==> src/rtl/cordic_scheduler_if.sv <==
`default_nettype none
// ============================================================================
//  Module      : cordic_scheduler_if
//  Description : Request/response and CORDIC core signal bundle for the
//                shared-core scheduler. The slave side is the scheduler;
//                the master side is the environment that plays both
//                requesters and the rotation core.
//  Revision    : 1.0 - initial release
// ============================================================================
interface cordic_scheduler_if;
    // Requester side
    logic [1:0]  req_valid;
    logic [1:0]  req_ready;
    logic [15:0] req_theta0;
    logic [15:0] req_theta1;
    logic [1:0]  req_mode;
    logic [1:0]  rsp_valid;
    logic [1:0]  rsp_ready;
    logic [15:0] rsp_result;
    logic        rsp_err;
    // Rotation core side
    logic [15:0] core_theta;
    logic        core_mode;
    logic        core_init;
    logic        core_calc;
    logic        core_done;
    logic [15:0] core_result;

    modport master (
        output req_valid, req_theta0, req_theta1, req_mode, rsp_ready,
        output core_done, core_result,
        input  req_ready, rsp_valid, rsp_result, rsp_err,
        input  core_theta, core_mode, core_init, core_calc
    );

    modport slave (
        input  req_valid, req_theta0, req_theta1, req_mode, rsp_ready,
        input  core_done, core_result,
        output req_ready, rsp_valid, rsp_result, rsp_err,
        output core_theta, core_mode, core_init, core_calc
    );
endinterface
`default_nettype wire

==> src/rtl/cordic_scheduler.sv <==
`default_nettype none
// ============================================================================
//  Module      : cordic_scheduler
//  Description : Round-robin sequencer sharing one CORDIC rotation core
//                between two requesters. Folds full-circle angles into the
//                first quadrant, pulses init/calc, waits for done (with a
//                timeout), applies the quadrant sign correction and returns
//                the result to the granted requester.
//  Revision    : 1.0 - initial release
// ============================================================================
module cordic_scheduler #(
    parameter int TO_CYCLES = 64
) (
    input  logic               clk,
    input  logic               rst,
    cordic_scheduler_if.slave  bus
);

    // Angle constants in Q3.13 radians
    localparam logic [15:0] C_HALF_PI       = 16'd12868;
    localparam logic [15:0] C_PI            = 16'd25736;
    localparam logic [15:0] C_THREE_HALF_PI = 16'd38604;
    localparam logic [15:0] C_TWO_PI        = 16'd51472;

    localparam int              CNT_W      = (TO_CYCLES > 1) ? $clog2(TO_CYCLES) : 1;
    localparam logic [CNT_W-1:0] C_CNT_LAST = CNT_W'(TO_CYCLES - 1);

    typedef enum logic [2:0] {
        S_IDLE = 3'd0,
        S_FOLD = 3'd1,
        S_INIT = 3'd2,
        S_CALC = 3'd3,
        S_WAIT = 3'd4,
        S_FIX  = 3'd5,
        S_RESP = 3'd6
    } state_t;

    state_t           r_state;
    state_t           w_next;
    logic             r_ptr;
    logic             r_grant;
    logic [15:0]      r_theta;
    logic             r_mode;
    logic             r_neg;
    logic [CNT_W-1:0] r_cnt;
    logic [15:0]      r_result;
    logic             r_err;

    logic             w_win;
    logic             w_req_hit;
    logic [15:0]      w_theta_wrap;
    logic [1:0]       w_quad;
    logic [15:0]      w_resid;
    logic             w_neg;
    logic [1:0]       w_req_ready;
    logic [1:0]       w_rsp_valid;
    logic             w_core_init;
    logic             w_core_calc;

    // Round-robin: the pointer holder wins whenever it is requesting
    assign w_req_hit = |bus.req_valid;
    assign w_win     = bus.req_valid[r_ptr] ? r_ptr : ~r_ptr;

    // Quadrant fold of the latched angle; the single wrap is enough because
    // a 16-bit Q3.13 angle is always below 2*TWO_PI
    always_comb begin
        w_theta_wrap = (r_theta >= C_TWO_PI) ? (r_theta - C_TWO_PI) : r_theta;
        if (w_theta_wrap >= C_THREE_HALF_PI) begin
            w_quad  = 2'd3;
            w_resid = w_theta_wrap - C_THREE_HALF_PI;
        end else if (w_theta_wrap >= C_PI) begin
            w_quad  = 2'd2;
            w_resid = w_theta_wrap - C_PI;
        end else if (w_theta_wrap >= C_HALF_PI) begin
            w_quad  = 2'd1;
            w_resid = w_theta_wrap - C_HALF_PI;
        end else begin
            w_quad  = 2'd0;
            w_resid = w_theta_wrap;
        end
        // sin is negative in quadrants 2,3; cos in quadrants 1,2
        w_neg = r_mode ? w_quad[1] : (w_quad[1] ^ w_quad[0]);
    end

    // Core operands follow the latched request, so they hold from FOLD on
    assign bus.core_theta = w_resid << 1;
    assign bus.core_mode  = r_mode ^ w_quad[0];

    // State register
    always_ff @(posedge clk) begin
        if (rst) begin
            r_state <= S_IDLE;
        end else begin
            r_state <= w_next;
        end
    end

    // Next-state and strobe decode; strobes are gated so nothing fires in a reset cycle
    always_comb begin
        w_next      = r_state;
        w_req_ready = 2'b00;
        w_rsp_valid = 2'b00;
        w_core_init = 1'b0;
        w_core_calc = 1'b0;
        case (r_state)
            S_IDLE: begin
                if (w_req_hit) begin
                    w_req_ready = w_win ? 2'b10 : 2'b01;
                    w_next      = S_FOLD;
                end
            end
            S_FOLD: w_next = S_INIT;
            S_INIT: begin
                w_core_init = 1'b1;
                w_next      = S_CALC;
            end
            S_CALC: begin
                w_core_calc = 1'b1;
                w_next      = S_WAIT;
            end
            S_WAIT: begin
                if (bus.core_done) begin
                    w_next = S_FIX;
                end else if (r_cnt == C_CNT_LAST) begin
                    w_next = S_RESP;
                end
            end
            S_FIX:  w_next = S_RESP;
            S_RESP: begin
                w_rsp_valid = r_grant ? 2'b10 : 2'b01;
                if (bus.rsp_ready[r_grant]) begin
                    w_next = S_IDLE;
                end
            end
            default: w_next = S_IDLE;
        endcase
        if (rst) begin
            w_req_ready = 2'b00;
            w_rsp_valid = 2'b00;
            w_core_init = 1'b0;
            w_core_calc = 1'b0;
        end
    end

    assign bus.req_ready  = w_req_ready;
    assign bus.rsp_valid  = w_rsp_valid;
    assign bus.core_init  = w_core_init;
    assign bus.core_calc  = w_core_calc;
    assign bus.rsp_result = r_result;
    assign bus.rsp_err    = r_err;

    // Transaction datapath: request latch, sign flag, timeout, result, pointer
    always_ff @(posedge clk) begin
        if (rst) begin
            r_ptr    <= 1'b0;
            r_grant  <= 1'b0;
            r_theta  <= 16'd0;
            r_mode   <= 1'b0;
            r_neg    <= 1'b0;
            r_cnt    <= '0;
            r_result <= 16'd0;
            r_err    <= 1'b0;
        end else begin
            case (r_state)
                S_IDLE: begin
                    if (w_req_hit) begin
                        r_grant <= w_win;
                        r_theta <= w_win ? bus.req_theta1 : bus.req_theta0;
                        r_mode  <= bus.req_mode[w_win];
                    end
                end
                S_FOLD: r_neg <= w_neg;
                S_CALC: r_cnt <= '0;
                S_WAIT: begin
                    if (bus.core_done) begin
                        r_result <= bus.core_result;
                        r_err    <= 1'b0;
                    end else if (r_cnt == C_CNT_LAST) begin
                        r_result <= 16'd0;
                        r_err    <= 1'b1;
                    end else begin
                        r_cnt <= r_cnt + 1'b1;
                    end
                end
                S_FIX: begin
                    if (r_neg) begin
                        r_result <= ~r_result + 16'd1;
                    end
                end
                S_RESP: begin
                    if (bus.rsp_ready[r_grant]) begin
                        r_ptr <= ~r_grant;
                    end
                end
                default: ;
            endcase
        end
    end

endmodule
`default_nettype wire

==> src/flat_wrapper.sv <==
// flat-port wrapper written by rule: the top's interface ports become plain ports
module cordic_scheduler_flat 
#(
    parameter int TO_CYCLES = 64
)
  (clk, rst, bus_req_valid, bus_req_theta0, bus_req_theta1, bus_req_mode, bus_rsp_ready, bus_core_done, bus_core_result, bus_req_ready, bus_rsp_valid, bus_rsp_result, bus_rsp_err, bus_core_theta, bus_core_mode, bus_core_init, bus_core_calc);
  cordic_scheduler_if bus_i ();
  input  logic clk;
  input  logic rst;
  input wire logic [$bits(bus_i.req_valid)-1:0] bus_req_valid;
  input wire logic [$bits(bus_i.req_theta0)-1:0] bus_req_theta0;
  input wire logic [$bits(bus_i.req_theta1)-1:0] bus_req_theta1;
  input wire logic [$bits(bus_i.req_mode)-1:0] bus_req_mode;
  input wire logic [$bits(bus_i.rsp_ready)-1:0] bus_rsp_ready;
  input wire logic [$bits(bus_i.core_done)-1:0] bus_core_done;
  input wire logic [$bits(bus_i.core_result)-1:0] bus_core_result;
  output wire logic [$bits(bus_i.req_ready)-1:0] bus_req_ready;
  output wire logic [$bits(bus_i.rsp_valid)-1:0] bus_rsp_valid;
  output wire logic [$bits(bus_i.rsp_result)-1:0] bus_rsp_result;
  output wire logic [$bits(bus_i.rsp_err)-1:0] bus_rsp_err;
  output wire logic [$bits(bus_i.core_theta)-1:0] bus_core_theta;
  output wire logic [$bits(bus_i.core_mode)-1:0] bus_core_mode;
  output wire logic [$bits(bus_i.core_init)-1:0] bus_core_init;
  output wire logic [$bits(bus_i.core_calc)-1:0] bus_core_calc;
  assign bus_i.req_valid = bus_req_valid;
  assign bus_i.req_theta0 = bus_req_theta0;
  assign bus_i.req_theta1 = bus_req_theta1;
  assign bus_i.req_mode = bus_req_mode;
  assign bus_i.rsp_ready = bus_rsp_ready;
  assign bus_i.core_done = bus_core_done;
  assign bus_i.core_result = bus_core_result;
  assign bus_req_ready = bus_i.req_ready;
  assign bus_rsp_valid = bus_i.rsp_valid;
  assign bus_rsp_result = bus_i.rsp_result;
  assign bus_rsp_err = bus_i.rsp_err;
  assign bus_core_theta = bus_i.core_theta;
  assign bus_core_mode = bus_i.core_mode;
  assign bus_core_init = bus_i.core_init;
  assign bus_core_calc = bus_i.core_calc;
  cordic_scheduler #(.TO_CYCLES(TO_CYCLES)) u_core (.clk(clk), .rst(rst), .bus(bus_i));
endmodule
==> config.mk <==
export PLATFORM = sky130hd
export DESIGN_NAME = cordic_scheduler_flat
export DESIGN_NICKNAME = d
export VERILOG_FILES = /design/src/rtl/cordic_scheduler_if.sv /design/src/rtl/cordic_scheduler.sv /design/src/flat_wrapper.sv
export SDC_FILE = /design/constraint.sdc
export NUM_CORES = 1
export LEC_CHECK = 0
export BUFFER_PORTS_ARGS = -buffer_cell sky130_fd_sc_hd__clkbuf_2
export CORE_UTILIZATION = 51
export CTS_BUF_LIST = sky130_fd_sc_hd__clkbuf_8
export DETAILED_ROUTE_END_ITERATION = 12
export PLACE_DENSITY = 0.88
export SLEW_MARGIN = 20
export SYNTH_ARGS = -nofsm -noshare
export SYNTH_HDL_FRONTEND = slang
export SYNTH_SLANG_ARGS = --single-unit
==> constraint.sdc <==
create_clock -name clk -period 4.1 [get_ports clk]
set_clock_uncertainty 0.15 [all_clocks]
set_input_delay 0 -clock clk [delete_from_list [all_inputs] [get_ports clk]]
set_output_delay 0 -clock clk [all_outputs]
set_load 0.005 [all_outputs]
==> reports/metrics.yaml <==
status: "complete, but fails checks"
violations: "setup timing"
design.portCount: 97
cellLeakagePower_nw: 2.38
timing.final.crit_period_ns: 4.14
crit_end: "bus_core_theta[5]"
post_synth_instance_area_um2: 4140
stdcell_count: 832
cp_cell_sequence: "buf_4 > inv_1 > ha_1 > nor3b_4 > o21a_1 > buf_4 > o2111ai_2 > o211a_1 > o311a_1 > o221ai_2 > nand2_1 > a32o_1 > a32o_1 > a21oi_1 > clkbuf_2"
design_area_um2: 5730
detailed_place.area_um2: 4920
post-place-cells: 763
dr_total_vias: 5473
cap_violations: 0
synth_cell_type_count: 79
clkTransAtPathRegs_ns: 0.09
grt_remaining_overflow: 0
worst_path_largest_cell_delay_ns: 0.47
synth-edff-count: 0
floorplan.die.height_um: 92.0
cp_max_fo: 8
layout-drive-gt1-share: 0.271
grt_max_degree: 50
floorplan.rows: 32
design.die.area_um2: 8470
floorplan.initialDensity: 0.532
endpoint_kind: "primary output"
grt_usage: 0.374
endpoint_of_the_lowest_slack_register_to_register_path: "u_core.r_neg"
synth_top_flop_cell: "sky130_fd_sc_hd__dfxtp_1"
layout_nets: 795
numCtsBuffers: 5
timing.hold.worst.class: "in2reg"
crit_path_kind: "reg2out"
number_of_antenna_violations_at_the_first_check_in_global_routing: 0
ff2ff_path_depth: 13
postSynthAreaPerCell_um2: 7.40
grt_setup_unrepaired: "yes"
tritoncts: "done"
ctsLongestPathBuffers: 2
timing.max_slew.rel_slack: 0.345
antenna-diode-count: 0
worst-slew-pin-transition_ns: 0.982
areaGrowthSynthToFinish_pct: 38.5
report.final.hold_viol_count: 0
vdd.ir_drop.worst_mv: 0.176
regToRegStartpoint: "u_core.r_theta[3]"
syn-num-nets: 625
worstPathArrival_ns: 3.99
vias_per_cell: 6.58
drcViolationCount: 0
ctsHtreeMaxLevel: 2
yosysSeqAreaShare: 0.223
max_clock_freq_ghz: 0.242
dp_wirelength_um: 9830
crit_slowest_cell: "sky130_fd_sc_hd__o311a_1"
core_area_um2: 7770
dp_worst_setup_slack_ns: 0.163
post_drt_wl_per_cell_um: 19.0
final_antenna_net_count: 0
grt_pass1_vias: 5483
ys_ff_latch: 46
gp_congestion: 0.956
grt_first_pass_wirelength_um: 25600
timing.final.crit_share: 1.01
wl_um: 15800
drt_pre_antenna_iters: 5
buffer_ports.inserted: 95
clockRootBuffer: "sky130_fd_sc_hd__clkbuf_8"
synthesis.instances: 559
fp.dieW_um: 92.0
total_power_mw: 2.12
clock_sinks: 46
sequential_cell_area_um2: 925
worst_setup_path_start_kind: "flop"
yosys_warnings: 0
multiInputGateArea_um2: 3130
detailedRoute.firstIterationViolations: 590
insertion_delay_ns: 0.32
worst-endpoint-required_ns: 3.95
cellPowerDensity_nw_per_um2: 370
most-common-layout-cells: "94 x sky130_fd_sc_hd__clkbuf_2, 76 x sky130_fd_sc_hd__nor2_1, 54 x sky130_fd_sc_hd__dlygate4sd3_1, 51 x sky130_fd_sc_hd__buf_4, 43 x sky130_fd_sc_hd__dfxtp_1"
finalSetupViolCount: 1
postSynth.asyncResetShare: 0
post-route-worst-setup-slack_ns: -0.0370
fillCellCount: 557
timing.final.max_slew_violations: 0
startpoint: "u_core.r_theta[5]"
mostFrequentLayoutCell: "sky130_fd_sc_hd__clkbuf_2"
r2r_slack_ns: 0.41
flip-flops by register name, summed over array words and instances, names as in the netlist:
signal	cells
u_core.r_grant	1
u_core.r_neg	1
u_core.r_mode	1
u_core.bus.rsp_err	1
u_core.bus.rsp_result	16
u_core.r_theta	16
u_core.r_state	3
u_core.r_ptr	1
u_core.r_cnt	6
critical path: cells and delay by family, from the launching register on:
kind	cells	cell delay (ns)
compound gates	8	2.11
fa+ha+maj	1	0.21
buf+inv	4	0.62
flops	1	0.32
simple gates	2	0.41
cell usage after synthesis (all sizes together), types with 5 or more instances:
cell type,n,share of area
nand3,12,0.015
dfxtp,46,0.22
nand2,38,0.034
a31oi,15,0.023
a21oi,34,0.041
buf,13,0.019
a22oi,7,0.013
xnor2,18,0.038
clkbuf,24,0.022
o21ai,36,0.044
or3,9,0.014
nor3,21,0.025
and2,7,0.011
a211oi,23,0.043
xor2,6,0.013
or4,5,0.0091
nand2b,8,0.012
o211ai,5,0.016
inv,17,0.015
nand4,5,0.0076
nor2,76,0.069
nor3b,6,0.012
or2,7,0.011
nor4,8,0.012
mux2i,23,0.056
ha,9,0.027
o31ai,9,0.020
worst min path at each step:
| stage | from | endpoint | slack [ns] | depth (start not counted) |
|---|---|---|---|---|
| after floorplan | bus_core_result[10] | u_core.bus.rsp_result[10] | -0.01 | 2 |
| after global placement | bus_core_result[10] | u_core.bus.rsp_result[10] | 0.09 | 3 |
| after detailed placement | bus_core_result[10] | u_core.bus.rsp_result[10] | 0.09 | 3 |
| after CTS | bus_core_done | u_core.bus.rsp_result[2] | 0.01 | 5 |
| after global routing | bus_rsp_ready[0] | u_core.r_state[2] | 0.06 | 5 |
| final | bus_rsp_ready[0] | u_core.r_state[2] | 0.02 | 5 |
cells by family (layout without fill, tap and decap cells):
group / count (synthesis) / after routing / synth area share
other: 1 / 1 / 0.000907
DFF: 46 / 46 / 0.223
AOI/OAI and AO/OA: 183 / 183 / 0.318
muxes: 27 / 27 / 0.0675
adders and majority gates: 9 / 9 / 0.0272
xor gates and xnor gates: 24 / 24 / 0.0508
and+or+nand+nor: 215 / 215 / 0.257
buffers and inverters: 54 / 225 / 0.0563
report_power, final:
part           internal [mW]  switching [mW]  total (mW)  leakage, nW
combinational          0.578           0.718        1.30         1.96
sequential             0.487          0.0464       0.533        0.377
clock                  0.120           0.169       0.289       0.0483
timing repair:
| action | CTS | global route |
|---|---|---|
| gates resized for setup | 8 | 23 |
| endpoints found under the setup margin | 12 | 14 |
| hold buffers | 54 | 0 |
| gates cloned | 0 | 0 |
| pin swaps | 7 | 7 |
| hold endpoints to repair | 34 | 0 |
| buffers inserted | 5 | 2 |
metrics by stage:
stage | hold WS [ns] | utilization | setup TNS, ns
2_1_floorplan | -0.0140 | - | 0
4_1_cts | 0.0105 | 0.723 | 0
3_5_place_dp | 0.0913 | 0.633 | 0
5_1_grt | 0.0613 | 0.738 | -0.533
6_report | 0.0235 | 0.738 | -0.0370
3_3_place_gp | 0.0920 | 0.633 | 0
metal layers:
layer | global-route usage | vias to the layer above | wire [um]
met5 | 0 | - | 0
met4 | 0.203 | 0 | 855
met3 | 0.0705 | 101 | 1350
li1 | - | 2438 | -
met1 | 0.437 | 2519 | 5920
met2 | 0.644 | 415 | 7680
final cells by class:
type / instances / share of cell area
Clock buffer: 5 / 0.0120
Clock inverter: 3 / 0.00328
Inverter: 17 / 0.0111
Multi-Input combinational cell: 459 / 0.546
Sequential cell: 46 / 0.161
Tap cell: 102 / 0.0223
Timing Repair Buffer: 200 / 0.244
Power figures use the tool's default switching activity.
